File: config.mk
export PLATFORM = sky130hd
export DESIGN_NAME = rr_grant_sched
export DESIGN_NICKNAME = d
export VERILOG_FILES = /design/src/rtl/rr_grant_sched.sv
export SDC_FILE = /design/constraint.sdc
export NUM_CORES = 1
export LEC_CHECK = 0
export ABC_AREA = 1
export CAP_MARGIN = 20
export CORE_MARGIN = 4
export CORE_UTILIZATION = 55
export CTS_CLUSTER_SIZE = 25
export DETAILED_ROUTE_END_ITERATION = 10
export GPL_TIMING_DRIVEN = 0
export PLACE_DENSITY = 0.8
export SKIP_CTS_REPAIR_TIMING = 1
export SKIP_LAST_GASP = 1
export SYNTH_ARGS = -nofsm -noshare
export SYNTH_HDL_FRONTEND = slang
export SYNTH_SLANG_ARGS = --single-unit
File: constraint.sdc
create_clock -name clock -period 2 [get_ports clock]
set_input_delay 0.2 -clock clock [delete_from_list [all_inputs] [get_ports clock]]
set_output_delay 0.2 -clock clock [all_outputs]
set_load 0.05 [all_outputs]
File: src/rtl/rr_grant_sched.sv
// Round-robin grant scheduler: registered one-hot grants, a park cycle between
// owners, and a hold timeout that preempts an owner while others are waiting.
module rr_grant_sched #(
  parameter int N        = 4,
  parameter int IW       = 2,
  parameter int MAX_HOLD = 8
) (
  input  logic          clock,
  input  logic          reset,
  input  logic [N-1:0]  req,
  input  logic          rel,
  output logic [N-1:0]  gnt,
  output logic [IW-1:0] owner,
  output logic          busy,
  output logic          preempt
);

  typedef enum logic [1:0] {IDLE, GRANT, PARK} state_t;

  localparam logic [7:0]    HOLD_LAST = 8'(MAX_HOLD - 1);
  localparam logic [IW-1:0] LAST_IDX  = IW'(N - 1);

  state_t        state, state_next;
  logic [IW-1:0] ptr, ptr_next;
  logic [7:0]    cnt, cnt_next;
  logic [N-1:0]  gnt_next;
  logic [IW-1:0] owner_next;
  logic          busy_next, preempt_next;
  logic [IW-1:0] winner;
  logic          found;
  logic          rel_end, timeout;

  // First requester at or after ptr, wrapping modulo N.
  always_comb begin
    int            idx;
    logic [IW-1:0] idx_w;
    winner = ptr;
    found  = 1'b0;
    for (int i = 0; i < N; i++) begin
      idx   = (int'(ptr) + i) % N;
      idx_w = IW'(idx);
      if (!found && req[idx_w]) begin
        found  = 1'b1;
        winner = idx_w;
      end
    end
  end

  assign rel_end = rel || !req[owner];
  assign timeout = (cnt == HOLD_LAST) && ((req & ~gnt) != '0);

  always_comb begin
    state_next   = state;
    ptr_next     = ptr;
    cnt_next     = cnt;
    gnt_next     = gnt;
    owner_next   = owner;
    busy_next    = busy;
    preempt_next = preempt;
    case (state)
      IDLE: begin
        if (found) begin
          state_next = GRANT;
          gnt_next   = N'(1) << winner;
          owner_next = winner;
          cnt_next   = 8'd0;
          busy_next  = 1'b1;
        end
      end
      GRANT: begin
        // A release on the same edge as a timeout is not a preemption.
        if (rel_end || timeout) begin
          state_next   = PARK;
          gnt_next     = '0;
          busy_next    = 1'b0;
          ptr_next     = (owner == LAST_IDX) ? '0 : owner + 1'b1;
          preempt_next = !rel_end;
        end else if (cnt != HOLD_LAST) begin
          cnt_next = cnt + 8'd1;
        end
      end
      PARK: begin
        state_next   = IDLE;
        preempt_next = 1'b0;
      end
      default: begin
        state_next = IDLE;
      end
    endcase
  end

  always_ff @(posedge clock) begin
    if (!reset) begin
      state   <= IDLE;
      ptr     <= '0;
      cnt     <= 8'd0;
      gnt     <= '0;
      owner   <= '0;
      busy    <= 1'b0;
      preempt <= 1'b0;
    end else begin
      state   <= state_next;
      ptr     <= ptr_next;
      cnt     <= cnt_next;
      gnt     <= gnt_next;
      owner   <= owner_next;
      busy    <= busy_next;
      preempt <= preempt_next;
    end
  end

endmodule
== Yosys cells after proc, flatten, opt, wreduce, memory -nomap -nowiden ==
Index checks and enable logic that the tools add are counted.
Storage, ports and cells
  bits in registers: 20
  output and inout port bits: 8
  bits of input ports: 7
  bits in latches: 0
  memories kept: 0
  RAM bits: 0
  word-level logic and storage cells: 83
  bits in read-only memories: 0
Cells by class
  bitwise gates (word level): 2
  equal/unequal tests: 9
  $lt $le $gt $ge: 5
  shift operators: 1
  $mul: 0
  add/subtract/negate cells: 5
  divide/modulo/power cells: 0
  reduce and logical (&&, ||, !) cells: 21
  mux-type cells: 33
Operators with widths (count)
  8-bit 2-to-1 mux: 3
  8-bit one-hot mux with 2 select lines: 1
  2-bit by 3-bit < comparator with 1-bit output, second input constant: 5
  1-bit 2-to-1 mux: 12
  2-bit 2-to-1 mux: 6
  1-bit binary-select mux with 2-bit select: 5
  8-bit by 1-bit adder with 8-bit output, second input constant: 1
  8-bit by 3-bit equality test with 1-bit output, second input constant: 1
  4-bit 2-to-1 mux: 2
  2-bit inequality test, second input constant: 4
  8-bit by 3-bit inequality test with 1-bit output, second input constant: 1
  4-bit one-hot mux with 2 select lines: 1
  2-bit AND reduction: 4
  1-bit zero test: 5
  2-bit by 1-bit adder with 2-bit output, second input constant: 2
  2-bit adder, second input constant: 2
  4-bit AND: 1
  2-bit equality test, second input constant: 2
  1-bit logical AND: 4
  4-bit NOT: 1
  1-bit one-hot mux with 2 select lines: 2
  2-bit one-hot mux with 2 select lines: 1
  4-bit AND reduction: 1
  2-bit nonzero test: 2
  6 further kinds: 7

== Longest topological paths before layout ==
  depth after elaboration: 15
  gate-level depth with buffers: 14
  gate-level depth less buffers: 13

== Worst setup path after synthesis ==
OpenSTA, ideal clock, no wires.
  path type: reg2reg
  from: register owner[0]
  to: register cnt[1]
  data required time: 1.930 ns
  path slack: 0.253 ns
  data arrival time: 1.677 ns
  library setup time: 0.070 ns
  cell stages (with the launch flop): 8
  path through: dfxtp_1 o211ai_1 nand2_1 nand3_1 nand2_2 buf_2 nand4_1 a21oi_1
On the way
  word-level cells in the longest chain between the ends: 7
RTL lines
  start: declaration: RTL line 13  | output logic [IW-1:0] owner,
  start signal: assignment: RTL line 106  | owner <= owner_next;
  1-bit binary-select mux with 2-bit select: RTL line 49  | assign rel_end = rel || !req[owner];
  1-bit 2-to-1 mux (not written as such): RTL line 49
  1-bit zero test: RTL line 49
  1-bit logical OR: RTL line 49
  1-bit logical OR: RTL line 72  | if (rel_end || timeout) begin
  2-bit inequality test (no source line)
  4-bit AND reduction (no source line)
  end signal: assignment: RTL line 104  | cnt <= cnt_next;
  end: declaration: RTL line 25  | logic [7:0] cnt, cnt_next;
Every way passes these cells. The select of a mux whose other input is x is not followed.
A chain may end at the register's enable or synchronous reset.

== Worst setup path in the final report ==
  from: register owner[0]
  to: output owner[0]
No word-level cell between the ends.

==> out/metrics.cfg <==
[route]
wl_um=3510
drtAntennaViolNets=0
wire_per_inst_um=12.3
first_iter_violations=100
drt-met1-wl_um=1720
met3WireLength_um=158
vias_per_cell=5.39
dr.max_layer_used=met4
drc=0
wl_met2_um=1600
num_vias=1530
first_pass_iters=4

[min_path]
holdPathEnd=busy$_SDFFE_PN0P_
holdCritStartpoint=busy$_SDFFE_PN0P_
hp-class=reg -> reg
timing.hold.worst_path_depth=2

[global_route]
grt_first_pass_wirelength_um=6200
grtUsageTotal_pct=22.4
grt_antenna_before_repair=0
grt_pass1_vias=1349
grt_max_degree=13
gr-total-overflow=0

[placed_design]
portBuffers=14
dp_slack_ns=-0.116
routabilityCongestion=0.825
dp_hpwl_um=2630

[synthesis]
ys_ff_latch=20
syn_area_per_cell_um2=6.31
yosysTopAreaCellShare_pct=26.9
yosysSeqAreaShare_pct=26.9
ys.flop_type=dfxtp_1
synthDistinctLibCells=31
async_reset_ff_share_pct=0
synth.net_count=245
yosys.area.top_type=dfxtp_1
synthTopCellsByArea=dfxtp_1 (27%), nand2_1 (19%), nand3_1 (9.1%)
synth-edff-count=0
yosys_warnings=0
netlist_area_um2=1490
synth_cells=236

[clocking]
cts_root_buf=clkbuf_4
cts_tree=yes
cts.reportedPaths.clkPinSlew_ns=0.11
cts.htree.levels=1
clk_latency_ns=0.31
numCtsBuffers=3
ctsLongestPathBuffers=2
cts.sinks=20

[floorplan]
dieArea_um2=3610
fp.dieW_um=60.1
core_area_um2=2520
num_io_pins=15
num_rows=18
start_util_pct=59.1
die_h_um=60.1

[power]
power_frac_seq_pct=21.7
switching_share_pct=53.7
worst_ir_drop_vdd_uv=1180
total_power_mw=2.66
clkPwrFrac_pct=12.6
p_per_area_nw_per_um2=1540
switchingPower_mw=1.43
power_leakage_nw=0.749
combinationalPowerShare_pct=65.7
internal_power_mw=1.23

[worst_setup_path]
endpoint_kind=output port
cp_top_family=buffers and inverters
crit_chain=clkdlybuf4s50_1
critPathMaxStageDelay_ns=0.85
critPathLaunchType=flip-flop
r2r-start=ptr[1]$_SDFFE_PN0P_
path_max_fanout=8
critical_path_class=reg -> out
regToRegSetupSlack_ns=0.17
r2r_cells=12
cp_slowest_cell=clkdlybuf4s50_1
r2r-end=owner[0]$_SDFFE_PN0P_
path_buf_inv=1
cp.required_ns=1.80
cp.arrival_ns=1.63

[final_layout]
fin_nets=264
insertedDiodeCount=0
drive_gt1_share_pct=14.2
syn2layout_area_growth_pct=15.9
final_common_cell=nand2_1
final_cell_mix=nand2_1 (74), nand3_1 (27), inv_1 (21)

[timing]
max-slew-margin-rel_pct=66.0
period_needed_ns=1.83
setup_viol=0
max_freq_mhz=545
hold_violations=0
report.final.slew_viol_count=0
finClkSkew_ns=0.0103
post-route-period-util_pct=91.7
max_slew.worst_pin.slew_ns=0.510
rsz0062_at_grt=yes
hold_slack_ns=0.475
timing.final.ws_setup_ns=0.166

[status]
outcome=completed

[run]
max_cap_violations=0

## Yosys cell counts, types with 3 or more instances
library cell / number
dfxtp_1: 20
o21ai_0: 4
nand3_1: 27
nor2_1: 18
inv_1: 21
a21oi_1: 18
nor3_1: 3
nand4_1: 10
nand2_2: 14
nand2_1: 74
## per-layer routing
| layer | global-route usage [%] | vias to the layer above |
|---|---|---|
| met5 | 0 | - |
| li1 | - | 815 |
| met1 | 33.2 | 681 |
| met3 | 3.02 | 4 |
| met4 | 6.01 | 0 |
| met2 | 33.6 | 30 |
## cell type report
type	count	area, µm²
sequential	20	400
clock buffer	3	22.5
tap	30	37.5
buffer	5	37.5
inverter	25	96.3
clock inverter	1	30.0
multi-input combinational	186	962
fill	243	796
timing repair buffer	14	140
## flip-flops by register name, summed over array words and instances (netlist names)
name	cells
cnt	8
owner	2
preempt	1
gnt	4
busy	1
ptr	2
state	2
## cell families (layout without fill, tap and decap cells)
group	Yosys count	after routing	share of synthesized area, %
AOI/OAI and AO/OA	26	26	9.82
xor gates and xnor gates	3	3	1.76
adders and majority gates	2	2	1.68
buffers and inverters	30	48	8.82
DFF	20	20	26.9
and+or+nand+nor	155	155	51.0
## metrics by stage
step	setup TNS, ns	instances	cell area, µm²	util, %
final	0	284	1730	68.5
after global routing	-0.000511	284	1730	68.5
after CTS	0	284	1720	68.2
after detailed placement	-0.701	280	1670	66.1
after global placement	-0.672	280	1670	66.1
after floorplan	0	236	1490	-
## worst max-delay path by stage
stage	startpoint	end	slack, ns	depth (start not counted)
2_1_floorplan	owner[0]$_SDFFE_PN0P_	cnt[1]$_SDFFE_PN0P_	0.25	7
3_3_place_gp	req[1]	cnt[2]$_SDFFE_PN0P_	-0.12	10
3_5_place_dp	req[1]	cnt[1]$_SDFFE_PN0P_	-0.12	10
4_1_cts	cnt[1]$_SDFFE_PN0P_	cnt[0]$_SDFFE_PN0P_	0.1	9
5_1_grt	ptr[1]$_SDFFE_PN0P_	gnt[2]$_SDFFE_PN0P_	-0.0005	12
6_report	owner[0]$_SDFFE_PN0P_	owner[0]	0.17	1
## power groups by stage
stage	registers, mW	logic [mW]	clock network, mW
detailed placement	0.582	1.73	0
floorplan	0.746	1.17	0
finish	0.577	1.75	0.335
CTS	0.573	1.74	0.340
global route	0.592	1.95	0.359
global placement	0.580	1.71	0
(Power assumes the default switching activity.)
